File: src/rtl/irda_sip_det_if.sv
`timescale 1ns/1ps
`default_nettype none
// ============================================================================
//  Module      : irda_sip_det_if
//  Description : Signal bundle for the FIR SIP detector. It groups the
//                enable, raw receive line, counter clear and the detector
//                results. clk and reset stay plain ports on the detector.
//                  fast_enable   : FIR mode enable (master -> slave)
//                  rx_i          : raw IR receive line (master -> slave)
//                  sip_cnt_clr_i : synchronous counter clear (master -> slave)
//                  sip_det_o     : one-cycle valid-SIP pulse (slave -> master)
//                  sip_err_o     : one-cycle rejected-pulse flag (slave -> master)
//                  sip_cnt_o     : saturating SIP count (slave -> master)
//  Revision    : 1.0 - initial release
// ============================================================================
interface irda_sip_det_if;
    logic       fast_enable;
    logic       rx_i;
    logic       sip_cnt_clr_i;
    logic       sip_det_o;
    logic       sip_err_o;
    logic [7:0] sip_cnt_o;

    modport master (
        output fast_enable,
        output rx_i,
        output sip_cnt_clr_i,
        input  sip_det_o,
        input  sip_err_o,
        input  sip_cnt_o
    );

    modport slave (
        input  fast_enable,
        input  rx_i,
        input  sip_cnt_clr_i,
        output sip_det_o,
        output sip_err_o,
        output sip_cnt_o
    );
endinterface
`default_nettype wire

File: src/rtl/irda_sip_det.sv
`timescale 1ns/1ps
`default_nettype none
// ============================================================================
//  Module      : irda_sip_det
//  Description : Receive-side Serial Infrared Interaction Pulse detector for
//                the FIR path. Synchronises the raw IR line, measures each
//                high pulse and the low gap after it, and flags a SIP when
//                both fall inside the programmed windows. Keeps a saturating
//                8-bit count of detected SIPs.
//  Ports       : clk       - system clock
//                wb_rst_i  - asynchronous active-high reset
//                bus       - irda_sip_det_if.slave (enable, rx line, counter
//                            clear in; det/err pulses and count out)
//  Revision    : 1.0 - initial release
// ============================================================================
module irda_sip_det #(
    parameter int CW   = 9,
    parameter int HMIN = 48,
    parameter int HMAX = 80,
    parameter int LMIN = 256
) (
    input  logic           clk,
    input  logic           wb_rst_i,
    irda_sip_det_if.slave  bus
);

    typedef enum logic [2:0] {
        ST_IDLE    = 3'd0,
        ST_HIGH    = 3'd1,
        ST_LOW     = 3'd2,
        ST_TOOLONG = 3'd3
    } state_t;

    localparam logic [CW-1:0] C_ONE     = CW'(1);
    localparam logic [CW-1:0] C_HMIN    = CW'(HMIN);
    localparam logic [CW-1:0] C_HMAX    = CW'(HMAX);
    localparam logic [CW-1:0] C_LMIN_M1 = CW'(LMIN - 1);

    // Synchronizer, edge-detect delay and the validity pipeline beside them
    logic sync1_q, sync1_d;
    logic rx_s_q,  rx_s_d;
    logic rx_d_q,  rx_d_d;
    logic vld1_q,  vld1_d;
    logic vld2_q,  vld2_d;
    logic armed_q, armed_d;

    state_t        state_q, state_d;
    logic [CW-1:0] cnt_q,   cnt_d;
    logic          det_q,   det_d;
    logic          err_q,   err_d;
    logic [7:0]    sip_cnt_q, sip_cnt_d;

    logic rise;

    // The synchronizer flops come out of reset at 0, so a line that is
    // already high would look like a fresh rising edge. armed only sets once
    // a genuine low sample has reached rx_s (vld2 marks rx_s as holding a
    // real post-reset sample), which keeps such a line ignored until it
    // falls and rises again.
    assign rise = rx_s_q & ~rx_d_q & armed_q;

    always_comb begin
        sync1_d   = bus.rx_i;
        rx_s_d    = sync1_q;
        rx_d_d    = rx_s_q;
        vld1_d    = 1'b1;
        vld2_d    = vld1_q;
        armed_d   = armed_q | (vld2_q & ~rx_s_q);

        state_d   = state_q;
        cnt_d     = cnt_q;
        det_d     = 1'b0;
        err_d     = 1'b0;
        sip_cnt_d = sip_cnt_q;

        if (!bus.fast_enable) begin
            state_d = ST_IDLE;
            cnt_d   = '0;
        end else begin
            case (state_q)
                ST_IDLE: begin
                    cnt_d = '0;
                    if (rise) begin
                        state_d = ST_HIGH;
                        cnt_d   = C_ONE;
                    end
                end
                ST_HIGH: begin
                    if (rx_s_q) begin
                        if (cnt_q == C_HMAX) begin
                            state_d = ST_TOOLONG;
                            err_d   = 1'b1;
                        end else begin
                            cnt_d = cnt_q + C_ONE;
                        end
                    end else if ((cnt_q >= C_HMIN) && (cnt_q <= C_HMAX)) begin
                        // First low sample already counts towards the gap
                        state_d = ST_LOW;
                        cnt_d   = C_ONE;
                    end else begin
                        state_d = ST_IDLE;
                        cnt_d   = '0;
                        err_d   = 1'b1;
                    end
                end
                ST_LOW: begin
                    if (rx_s_q) begin
                        // Gap cut short: reject the old pulse, measure the new one
                        state_d = ST_HIGH;
                        cnt_d   = C_ONE;
                        err_d   = 1'b1;
                    end else if (cnt_q == C_LMIN_M1) begin
                        state_d = ST_IDLE;
                        cnt_d   = '0;
                        det_d   = 1'b1;
                        if (sip_cnt_q != 8'hFF) begin
                            sip_cnt_d = sip_cnt_q + 8'd1;
                        end
                    end else begin
                        cnt_d = cnt_q + C_ONE;
                    end
                end
                ST_TOOLONG: begin
                    if (!rx_s_q) begin
                        state_d = ST_IDLE;
                        cnt_d   = '0;
                    end
                end
                default: begin
                    state_d = ST_IDLE;
                    cnt_d   = '0;
                end
            endcase
        end

        // Clear takes precedence over an increment in the same cycle
        if (bus.sip_cnt_clr_i) begin
            sip_cnt_d = '0;
        end
    end

    always_ff @(posedge clk or posedge wb_rst_i) begin
        if (wb_rst_i) begin
            sync1_q   <= 1'b0;
            rx_s_q    <= 1'b0;
            rx_d_q    <= 1'b0;
            vld1_q    <= 1'b0;
            vld2_q    <= 1'b0;
            armed_q   <= 1'b0;
            state_q   <= ST_IDLE;
            cnt_q     <= '0;
            det_q     <= 1'b0;
            err_q     <= 1'b0;
            sip_cnt_q <= '0;
        end else begin
            sync1_q   <= sync1_d;
            rx_s_q    <= rx_s_d;
            rx_d_q    <= rx_d_d;
            vld1_q    <= vld1_d;
            vld2_q    <= vld2_d;
            armed_q   <= armed_d;
            state_q   <= state_d;
            cnt_q     <= cnt_d;
            det_q     <= det_d;
            err_q     <= err_d;
            sip_cnt_q <= sip_cnt_d;
        end
    end

    assign bus.sip_det_o = det_q;
    assign bus.sip_err_o = err_q;
    assign bus.sip_cnt_o = sip_cnt_q;

endmodule
`default_nettype wire

File: src/flat_wrapper.sv
// flat-port wrapper written by rule: the top's interface ports become plain ports
module irda_sip_det_flat 
#(
    parameter int CW   = 9,
    parameter int HMIN = 48,
    parameter int HMAX = 80,
    parameter int LMIN = 256
)
  (clk, wb_rst_i, bus_fast_enable, bus_rx_i, bus_sip_cnt_clr_i, bus_sip_det_o, bus_sip_err_o, bus_sip_cnt_o);
  irda_sip_det_if bus_i ();
  input  logic clk;
  input  logic wb_rst_i;
  input wire logic [$bits(bus_i.fast_enable)-1:0] bus_fast_enable;
  input wire logic [$bits(bus_i.rx_i)-1:0] bus_rx_i;
  input wire logic [$bits(bus_i.sip_cnt_clr_i)-1:0] bus_sip_cnt_clr_i;
  output wire logic [$bits(bus_i.sip_det_o)-1:0] bus_sip_det_o;
  output wire logic [$bits(bus_i.sip_err_o)-1:0] bus_sip_err_o;
  output wire logic [$bits(bus_i.sip_cnt_o)-1:0] bus_sip_cnt_o;
  assign bus_i.fast_enable = bus_fast_enable;
  assign bus_i.rx_i = bus_rx_i;
  assign bus_i.sip_cnt_clr_i = bus_sip_cnt_clr_i;
  assign bus_sip_det_o = bus_i.sip_det_o;
  assign bus_sip_err_o = bus_i.sip_err_o;
  assign bus_sip_cnt_o = bus_i.sip_cnt_o;
  irda_sip_det #(.CW(CW), .HMIN(HMIN), .HMAX(HMAX), .LMIN(LMIN)) u_core (.clk(clk), .wb_rst_i(wb_rst_i), .bus(bus_i));
endmodule
File: config.mk
export PLATFORM = sky130hd
export DESIGN_NAME = irda_sip_det_flat
export DESIGN_NICKNAME = d
export VERILOG_FILES = /design/src/rtl/irda_sip_det_if.sv /design/src/rtl/irda_sip_det.sv /design/src/flat_wrapper.sv
export SDC_FILE = /design/constraint.sdc
export NUM_CORES = 1
export LEC_CHECK = 0
export BUFFER_PORTS_ARGS = -buffer_cell sky130_fd_sc_hd__clkbuf_2
export CELL_PAD_IN_SITES_DETAIL_PLACEMENT = 1
export CELL_PAD_IN_SITES_GLOBAL_PLACEMENT = 1
export CORE_UTILIZATION = 40
export DETAILED_ROUTE_END_ITERATION = 8
export GPL_TIMING_DRIVEN = 0
export PLACE_DENSITY = 0.79
export SLEW_MARGIN = 5
export SYNTH_ARGS = -nofsm -noshare
export SYNTH_HDL_FRONTEND = slang
export SYNTH_SLANG_ARGS = --single-unit
File: constraint.sdc
create_clock -name clk -period 2.6 [get_ports clk]
set_input_delay 0.13 -clock clk [delete_from_list [all_inputs] [get_ports clk]]
set_output_delay 0.13 -clock clk [all_outputs]
set_load 0.005 [all_outputs]
==> qor.csv <==
metric,value,unit
num_rows,22,
first_global_vias,1492,
clock-root-buffer,clkbuf_8,
gp_congestion,0.8652,
nets,209,
fin_skew,0.002572,ns
setup-tns-final,0,ns
yosysTopAreaCellShare,0.4320,
synth_ff_type,dfrtp_1,
fill_cells,431,
synth-xor-area-share,0.01120,
synthesis.area,1564,um2
tightest_slew,1.050,ns
wire_per_inst,18.14,um
start_kind,flip-flop,
start_util,0.4209,
drt_iter0_drc,51,
whs,0.07830,ns
num_antenna_cells,0,
synthToLayoutAreaGrowth,23.04,%
critical_path_class,flip-flop to flip-flop,
core,3716,um2
placedCellCount,226,
drive_gt1_frac,0.2694,
remaining_drc_errors,0,
die_h,64.53,um
synth.ff_latch_count,27,
synth-seq-area-share,0.4320,
dpl-instance-area,1693,um2
cp.arrival,2.75,ns
stdcell_count,241,
worst_ep_required_time,2.81,ns
rsz0062_at_grt,yes,
postSynthAreaPerCell,9.479,um2
pwr_density_cell,412.4,nW/um2
layout_commonest_cell,dfrtp_1,
via_per_inst,5.892,
grt_max_degree,28,
fp.dieArea,4164,um2
cts_tree,built,
internal_power,0.5800,mW
cts_buffers,3,
min_period,2.545,ns
grt_overflow,0,
synth_top_family_by_area,simple AND/OR/NAND/NOR gates,
status,"complete, no violations",
clk_pin_slew,0.09,ns
max-vdd-ir-drop,273.9,uV
ys_types,47,
synth_area_leaders,"dfrtp_1 43%, ha_1 8.0%, a21oi_1 4.2%, inv_1 4.1%, nand2_1 3.4%",
finalCritPeriodShare,0.9789,
yosys.area_share.simple,0.2048,
antenna_found_initial,0,
final_cell_mix,"26 x dfrtp_1, 16 x inv_1, 14 x nand2_1, 13 x clkbuf_2, 10 x buf_4",
finalHoldViolations,0,
synthAdderAreaFrac,0.08000,
detail-route-antenna-nets,0,
cap_violations,0,
rrSetupSlack,0.05,ns
combPwrFrac,0.138,
setup_viol,0,
async_flop_share,1.000,
synth_edf_count,0,
grt_pass1_wl,6996,um
hpwl,2935,um
cts_buffer_depth,2,
worst_hold_path_type,input port to async pin,
insertion_delay,0.28,ns
slowest_stage,or4_4,
netSwitchingPower,0.2136,mW
multi_input_area,920.9,um2
port_buffers,13,
worst-path-max-fanout,7,
fmax,0.3929,GHz
grt.total_usage,0.2160,
synth_warnings,0,
synth_largest_area_cell,dfrtp_1,
synthCells,165,
firstDrtPassIters,4,
cts_sinks,27,
num_vias,1420,
p_seq_frac,0.554,
wl,4371,um
drv_slew,0,
regArea,676.9,um2
end_kind,flip-flop,
dieWidth,64.53,um
path_cells,ha_4 > nand3_4 > or2_4 > or3_4 > inv_2 > ha_4 > and4b_2 > o21ai_4 > or4_4 > a21oi_2,
slew-limit-headroom,0.2992,
cpMostUsedCell,ha_4,
htreeDepth,1,
cp_slowest_stage_delay,0.43,ns
muxShareOfSynthArea,0.02720,
fin_area,1924,um2
synth_compound_area_frac,0.1968,
p_clk_frac,0.308,
io_pins,15,
cellLeakagePower,0.8249,nW
final_core_util,0.5178,
syn-num-nets,180,
netSwitchingFraction,0.2691,
[Yosys cell counts (all sizes together) (2+ instances only)]
cell,count
dfrtp,27
inv,17
a21oi,14
nand2,14
ha,10
o21ai,10
nor2,6
o22ai,6
nand3,5
and3,4
nand2b,4
o31ai,4
or3,4
or4,3
a211oi,2
a22o,2
mux2,2
mux2i,2
nand3b,2
nor2b,2
nor3,2
[cells by family (layout without fill, tap and decap cells)]
| logic type | Yosys count | in the layout |
|---|---|---|
| buffers and inverters | 19 | 47 |
| adders and majority gates | 10 | 10 |
| AOI/OAI and AO/OA | 48 | 48 |
| xor gates and xnor gates | 2 | 2 |
| and+or+nand+nor | 54 | 54 |
| DFF | 27 | 27 |
| muxes | 4 | 4 |
| other | 1 | 1 |
[final timing paths]
path | start | end | cells after the start
max in group asynchronous | wb_rst_i | u_core.cnt_q[0] | 2
min in group clk | bus_fast_enable | u_core.state_q[0] | 2
worst min-delay path | wb_rst_i | u_core.cnt_q[4] | 2
worst min register to register | u_core.vld1_q | u_core.vld2_q | 0
worst max-delay path | u_core.cnt_q[1] | u_core.bus.sip_cnt_o[5] | 10
worst max register to register | u_core.cnt_q[1] | u_core.bus.sip_cnt_o[5] | 10
[power groups by stage]
stage / clock, mW / combinational, mW / sequential, mW
2_1_floorplan: 0 / 0.0734 / 0.445
3_3_place_gp: 0 / 0.0925 / 0.447
3_5_place_dp: 0 / 0.100 / 0.449
4_1_cts: 0.244 / 0.108 / 0.440
5_1_grt: 0.260 / 0.122 / 0.441
6_report: 0.245 / 0.109 / 0.440
[area by class of cell]
class,count,share of cell area
Inverter,17,0.03316
Clock buffer,4,0.02341
Multi-Input combinational cell,119,0.4785
Sequential cell,27,0.3518
Buffer,2,0.003901
Timing Repair Buffer,24,0.07802
Tap cell,48,0.03121
[critical path: cells and delay by family (launching register included)]
family / cells / cell delay (ns)
buffers and inverters: 1 / 0.07
AND/OR/NAND/NOR: 5 / 1.43
flip-flops: 1 / 0.40
AO/OA/AOI/OAI: 2 / 0.25
adder cells (fa/ha/maj): 2 / 0.32
[flip-flops by register name, indices dropped and copies added (netlist names)]
signal and flops:
u_core.cnt_q 9, u_core.bus.sip_cnt_o 8, u_core.state_q 2, u_core.armed_q 1, u_core.bus.sip_det_o 1, u_core.bus.sip_err_o 1, u_core.rx_d_d 1, u_core.rx_d_q 1
u_core.rx_s_d 1, u_core.vld1_q 1, u_core.vld2_q 1
[metal layers]
layer | share of wire | wire [um] | up-vias | track usage
met1 | 0.41 | 1813 | 730 | 0.2539
met4 | 0.011 | 48 | 0 | 0.06667
met2 | 0.55 | 2403 | 31 | 0.4039
met5 | 0 | 0 | - | 0
met3 | 0.024 | 106 | 7 | 0.02641
li1 | - | - | 652 | -
[per-stage QoR]
stage          power (mW)  setup slack [ns]
4_1_cts            0.7914           0.01288
2_1_floorplan      0.5181           0.01241
3_3_place_gp       0.5396           -0.2984
5_1_grt            0.8235          -0.04661
3_5_place_dp       0.5490           -0.3510
6_report           0.7936           0.05479
[repair_timing]
action,CTS,global route
buffers inserted,6,4
gates resized for setup,11,12
pin swaps,1,4
hold buffers,1,0
hold endpoints to repair,1,0
setup endpoints to repair,17,8
Note: power is estimated with default switching activity, not from simulation.
